<file path="src/rtl/seq_mult_gen.sv">
// Sequential N x N multiplier: shift-add for unsigned operands, radix-2 Booth for signed.
// One multiplier bit is retired per CALC cycle; the product is held in DONE until ack.
module seq_mult_gen #(
    parameter int N         = 32,
    parameter bit SIGNED_EN = 1'b1
) (
    input  logic           clock,
    input  logic           reset,
    input  logic           start,
    input  logic           signed_mode,
    input  logic [N-1:0]   mcand,
    input  logic [N-1:0]   mlier,
    input  logic           ack,
    output logic           ready,
    output logic           busy,
    output logic           valid,
    output logic [2*N-1:0] prod
);

    // Handshake: start is taken only on an edge where ready=1 (IDLE); valid=1 holds
    // prod steady until the edge where ack=1, which returns the block to IDLE.
    localparam int CW = $clog2(N + 1);

    typedef enum logic [1:0] {
        IDLE = 2'd0,
        CALC = 2'd1,
        DONE = 2'd2
    } state_t;

    state_t           state_q, state_d;
    logic [N-1:0]     mcand_q;
    logic             mode_q;
    logic [N:0]       acc_q;     // upper half plus one guard bit for the -2^(N-1) squared case
    logic [N-1:0]     mq_q;
    logic             qprev_q;
    logic [CW-1:0]    cnt_q;
    logic [2*N-1:0]   prod_q;

    logic [N:0]       mcand_ext;
    logic [N:0]       sum;
    logic             shift_in;

    assign mcand_ext = mode_q ? {mcand_q[N-1], mcand_q} : {1'b0, mcand_q};

    always_comb begin
        sum = acc_q;
        if (mode_q) begin
            case ({mq_q[0], qprev_q})
                2'b10:   sum = acc_q - mcand_ext;
                2'b01:   sum = acc_q + mcand_ext;
                default: sum = acc_q;
            endcase
        end else if (mq_q[0]) begin
            sum = acc_q + mcand_ext;
        end
    end

    assign shift_in = mode_q & sum[N];

    always_comb begin
        state_d = state_q;
        case (state_q)
            IDLE:    if (start) state_d = CALC;
            CALC:    if (cnt_q == '0) state_d = DONE;
            DONE:    if (ack) state_d = IDLE;
            default: state_d = IDLE;
        endcase
    end

    always_ff @(posedge clock) begin
        if (reset) state_q <= IDLE;
        else       state_q <= state_d;
    end

    always_ff @(posedge clock) begin
        if (reset) begin
            mcand_q <= '0;
            mode_q  <= 1'b0;
            acc_q   <= '0;
            mq_q    <= '0;
            qprev_q <= 1'b0;
            cnt_q   <= '0;
            prod_q  <= '0;
        end else begin
            case (state_q)
                IDLE: begin
                    if (start) begin
                        mcand_q <= mcand;
                        mode_q  <= signed_mode & SIGNED_EN;
                        acc_q   <= '0;
                        mq_q    <= mlier;
                        qprev_q <= 1'b0;
                        cnt_q   <= CW'(N);
                    end
                end
                CALC: begin
                    if (cnt_q != '0) begin
                        acc_q   <= {shift_in, sum[N:1]};
                        mq_q    <= {sum[0], mq_q[N-1:1]};
                        qprev_q <= mq_q[0];
                        cnt_q   <= cnt_q - CW'(1);
                    end else begin
                        // All N bits retired: the guard bit is dropped, the low 2N bits are exact.
                        prod_q <= {acc_q[N-1:0], mq_q};
                    end
                end
                default: ;
            endcase
        end
    end

    assign ready = (state_q == IDLE);
    assign busy  = (state_q == CALC);
    assign valid = (state_q == DONE);
    assign prod  = prod_q;

endmodule

</file>
<file path="config.mk">
export PLATFORM = sky130hd
export DESIGN_NAME = seq_mult_gen
export DESIGN_NICKNAME = d
export VERILOG_FILES = /design/src/rtl/seq_mult_gen.sv
export SDC_FILE = /design/constraint.sdc
export NUM_CORES = 1
export LEC_CHECK = 0
export ABC_AREA = 1
export CAP_MARGIN = 10
export CELL_PAD_IN_SITES_DETAIL_PLACEMENT = 2
export CELL_PAD_IN_SITES_GLOBAL_PLACEMENT = 2
export CORE_UTILIZATION = 33
export DETAILED_ROUTE_END_ITERATION = 8
export PLACE_DENSITY = 0.87
export SLEW_MARGIN = 20
export SYNTH_ARGS = -nofsm -noshare
export SYNTH_HDL_FRONTEND = slang
export SYNTH_SLANG_ARGS = --single-unit
</file>
<file path="constraint.sdc">
create_clock -name clock -period 6.4 [get_ports clock]
set_clock_uncertainty 0.2 [all_clocks]
set_input_delay 1.92 -clock clock [delete_from_list [all_inputs] [get_ports clock]]
set_output_delay 1.92 -clock clock [all_outputs]
set_load 0.03 [all_outputs]
</file>
== Word level (Yosys, flattened, before mapping) ==
Index checks and enable logic that the tools add are counted.

* Multiplexer cells: 20
* Reduce and logical (&&, ||, !) cells: 8
* Bitwise logic cells: 2
* Equal/unequal tests: 8
* $add $sub $neg: 3

{| class="wikitable"
|+ Operators by type and width
! cell !! number
|-
| $mux W33 || 5
|-
| $pmux W33 S2 || 2
|-
| $mux W32 || 2
|-
| $pmux W32 S2 || 1
|-
| $add A33 B33 Y33 || 1
|-
| $sub A33 B33 Y33 || 1
|-
| $mux W6 || 2
|-
| $pmux W6 S2 || 1
|-
| $logic_not A6 Y1 || 1
|-
| $mux W2 || 3
|-
| $pmux W2 S3 || 1
|-
| $reduce_and A3 Y1 || 2
|-
| $reduce_bool A6 Y1 || 1
|-
| $sub A6 B1 Y6 const B || 1
|-
| $eq A2 B1 Y1 const B || 2
|-
| $eq A2 B2 Y1 const B || 2
|-
| $ne A2 B1 Y1 const B || 2
|-
| $ne A2 B2 Y1 const B || 2
|-
| $reduce_and A2 Y1 || 2
|-
| $logic_not A2 Y1 || 1
|-
| $mux W1 || 2
|-
| $pmux W1 S2 || 1
|-
| $reduce_bool A2 Y1 || 1
|-
| $and A1 B1 Y1 || 1
|-
| $not A1 Y1 || 1
|}

* Flip-flop bits (word level): 171
* Bits of input ports: 69
* Output and inout port bits: 67
* Logic and storage cells: 49

== Logic depth before layout (Yosys ltp) ==
* Depth after elaboration: 7
* Gate-level depth with buffers: 20
* Mapped depth without buffers: 19

== Least setup slack after synthesis ==
No wires, ideal clock.

* Path type: input to register
* Start: in start
* End: reg acc_q[22]
* Buffers on the path: 1
* Required time: 6133 ps
* Slack: 3334 ps
* Stages on the path: 6
* Arrival: 2799 ps
* Setup time: 67 ps
* Path through: nand2_1 > inv_1 > nor2_2 > clkbuf_1 > nand2_1 > a21oi_2

* Word-level cells in the longest chain between the ends: 2

{| class="wikitable"
|+ Ends and longest elaborated chain
! element !! line !! source
|-
| from (decl) || 9 || <nowiki>input logic start,</nowiki>
|-
| $ne A2 B2 Y1 (no source line) || -- ||
|-
| $reduce_and A3 Y1 (no source line) || -- ||
|-
| to (signal assigned) || 98 || <nowiki>acc_q <= {shift_in, sum[N:1]};</nowiki>
|-
| to (decl) || 33 || <nowiki>logic [N:0] acc_q;</nowiki>
|}

Every way passes these cells.
A chain may end at the register's enable or synchronous reset.

== Worst setup path in the final report ==
* Start: reg state_q[0]
* End: out busy

* Word-level cells in the longest chain between the ends: 1

{| class="wikitable"
|+ Ends and longest elaborated chain
! element !! line !! source
|-
| from (decl) || 30 || <nowiki>state_t state_q, state_d;</nowiki>
|-
| from (signal assigned) || 72 || <nowiki>else state_q <= state_d;</nowiki>
|-
| $eq A2 B1 Y1 || 113 || <nowiki>assign busy = (state_q == CALC);</nowiki>
|-
| to (decl) || 15 || <nowiki>output logic busy,</nowiki>
|}

Every way passes these cells.

==> results.py <==
metrics = {
    "status": {
        "outcome": "completed",
    },
    "clocking": {
        "cts_sinks": 171,
        "clk_pin_slew_ns": 0.08,
        "cts_setup_buffers": 0,
        "hold_buffers": 0,
        "clock-root-buffer": "clkbuf_16",
        "cts_buffer_depth": 2,
        "cts_tree": "built",
        "cts_buffers": 17,
        "ctsResizeCount": 0,
        "clkLatencyLatePin_ns": 0.47,
        "htreeDepth": 4,
    },
    "hold_path": {
        "hp-class": "flop to flop",
        "worst_hold_path.num_cells": 1,
        "min_to": "cnt_q[0]$_SDFFE_PP0P_",
        "min-delay-start": "cnt_q[0]$_SDFFE_PP0P_",
    },
    "routing": {
        "num_vias": 14387,
        "drcViolationCount": 0,
        "wire_per_inst_um": 21.63,
        "vias_per_cell": 5.299,
        "totalWireLength_um": 58720,
        "firstDrtPassIters": 5,
        "ant_nets": 0,
        "drt-initial-drc-count": 740,
    },
    "global_route": {
        "track_usage_pct": 30.53,
        "grt_overflow": 0,
        "gr-usage-met2_pct": 52.70,
        "grt_max_degree": 78,
        "grt_pass1_vias": 15835,
        "antenna_found_initial": 0,
        "grtUsageMet3_pct": 4.752,
        "grt_pass1_wl_um": 91420,
        "grt.busiest_layer": "met2",
        "met1_usage_pct": 39.20,
    },
    "finish": {
        "fin_area_um2": 14810,
        "syn_to_final_growth_pct": 17.17,
        "nNetsFinal": 2332,
        "nFillCells": 4705,
        "multiInputGateArea_um2": 7541,
        "antenna_cells": 0,
        "register_area_um2": 3425,
        "drive_above_1_share_pct": 5.082,
    },
    "floorplanning": {
        "die_y_um": 197.7,
        "io_pins": 136,
        "core_area_um2": 37670,
        "die_width_um": 197.7,
        "dieArea_um2": 39100,
        "num_rows": 71,
        "start_util_pct": 33.56,
    },
    "synthesis": {
        "ys.warnings.count": 0,
        "synth_edf_count": 0,
        "async_reset_ff_share_pct": 0,
        "synth.distinct_cells": 46,
        "synth_seq_area_share_pct": 27.08,
        "syn_nets": 2265,
        "yosys.area_share.simple_pct": 34.31,
        "synth_fa_ha_area_share_pct": 7.047,
        "ys_ff_latch": 171,
        "syn_avg_cell_area_um2": 5.946,
        "synthMuxAreaShare_pct": 0,
        "synth_compound_area_share_pct": 16.53,
        "netlist_top_cells_area": "dfxtp_1 27%, nand2_1 20%, inv_1 8.6%, a21oi_1 8.0%, ha_1 6.7%",
        "yosysTopAreaCellShare_pct": 27.08,
        "synth_xor_area_share_pct": 1.643,
        "synth_top_family_by_area": "simple AND/OR/NAND/NOR gates",
        "synth.most_common_cell": "nand2_1",
        "yosys.area.top_type": "dfxtp_1",
        "syn_inst": 2126,
        "syn_area_um2": 12640,
        "synth_flop_cell": "dfxtp_1",
        "synthTopCellsByCount": "685 x nand2_1, 290 x inv_1, 202 x a21oi_1",
    },
    "place": {
        "portBuffers": 135,
        "dp_hpwl_um": 43150,
        "dpl_cell_area_um2": 14230,
        "place_congestion": 0.8782,
    },
    "critical_path": {
        "critPathBufInv": 2,
        "cp_slowest_stage_delay_ns": 0.73,
        "slowest_stage": "clkdlybuf4s50_1",
        "cp.arrival_ns": 1.90,
        "required_ns": 4.28,
        "r2r_end": "acc_q[29]$_SDFFE_PP0P_",
        "path_cells": "inv_1 -> nor2_2 -> clkdlybuf4s50_1",
        "rrSetupSlack_ns": 3.03,
        "crit_family": "buffers and inverters",
        "r2r_cells": 19,
        "path_max_fanout": 4,
        "critical_path_class": "flop to output port",
        "startpoint_type": "flop",
        "timing.rr.start": "acc_q[0]$_SDFFE_PP0P_",
        "end_kind": "output port",
    },
    "timing": {
        "hold_viol_final": 0,
        "rsz0062_at_grt": "no",
        "relSlewSlack_pct": 36.63,
        "fin_hold_ws_ns": 0.2758,
        "finalCritPeriodShare_pct": 62.81,
        "worst_pin_slew_ns": 0.9447,
        "slew_viol_final": 0,
        "tns_ns": 0,
        "fmax_ghz": 0.2488,
        "setup_viol": 0,
        "period_minus_slack_ns": 4.020,
    },
    "run": {
        "maxCapViolCount": 0,
    },
    "power": {
        "leakage_nw": 6.990,
        "peakVddDrop_mv": 0.2252,
        "p_per_area_nw_per_um2": 315.3,
    },
}
[per-stage QoR]
step | power, mW | cells | utilization [%] | worst slack [ns]
6_report | 4.670 | 2715 | 39.33 | 2.380
5_1_grt | 4.906 | 2715 | 39.33 | 2.343
4_1_cts | 4.672 | 2715 | 39.33 | 2.384
2_1_floorplan | 2.730 | 2126 | - | 3.334
3_5_place_dp | 3.506 | 2685 | 37.78 | 2.204
3_3_place_gp | 3.391 | 2685 | 37.78 | 2.352
[cell usage in the layout, fill, tap and decap left out, types with 3 or more instances in the layout]
| master | n |
|---|---|
| a21oi_1 | 202 |
| a21oi_2 | 9 |
| a31oi_1 | 33 |
| and2_1 | 4 |
| and3_1 | 3 |
| buf_4 | 16 |
| clkbuf_16 | 17 |
| clkdlybuf4s50_1 | 134 |
| clkinv_1 | 5 |
| dfxtp_1 | 170 |
| ha_1 | 68 |
| inv_1 | 290 |
| inv_2 | 8 |
| inv_6 | 4 |
| nand2_1 | 684 |
| nand2_2 | 16 |
| nand3_1 | 108 |
| nand3_2 | 4 |
| nand4_1 | 9 |
| nor2_1 | 198 |
| nor2_2 | 13 |
| nor2_4 | 6 |
| nor3_1 | 6 |
| nor3_2 | 3 |
| nor4_1 | 4 |
| o21ai_0 | 133 |
| o21bai_1 | 4 |
| o22ai_1 | 4 |
| xor2_1 | 18 |
[per-layer routing]
metal,vias to the layer above,wire length [µm]
met1,7216,26850
met5,-,0
met3,71,2572
li1,6788,-
met4,0,1192
met2,312,28110
[state kept, by name (all words and copies together) (netlist names)]
register and cells:
prod 64, acc_q 33, mcand_q 32, mq_q 32
cnt_q 6, state_q 2, mode_q 1, qprev_q 1
[worst max-delay path by stage]
stage,depth (start not counted),end,from
finish,3,busy,state_q[0]$_SDFFE_PP0P_
global route,3,busy,state_q[0]$_SDFFE_PP0P_
CTS,3,busy,state_q[0]$_SDFFE_PP0P_
detailed placement,8,acc_q[2]$_SDFFE_PP0P_,start
global placement,8,acc_q[30]$_SDFFE_PP0P_,start
floorplan,6,acc_q[22]$_SDFFE_PP0P_,start
[power by group]
group / switching [mW] / internal (mW)
logic: 1.52 / 0.624
clock network: 0.519 / 0.598
registers: 0.159 / 1.25
total: 2.20 / 2.47
[cells by family (layout without fill, tap and decap cells)]
kind of cell,Yosys count,after routing
AND/OR/NAND/NOR,1062,1062
flip-flops,171,171
buffers and inverters,407,485
XOR/XNOR,22,22
AO/OA/AOI/OAI,394,394
adder cells (fa/ha/maj),70,70
[cell type report]
type	instances	area share, %
clock inverter	11	0.8869
timing repair buffer	152	10.03
multi-input combinational	1548	50.91
inverter	303	7.678
sequential	171	23.12
tap	511	4.316
clock buffer	19	3.058
(Power assumes the default switching activity.)
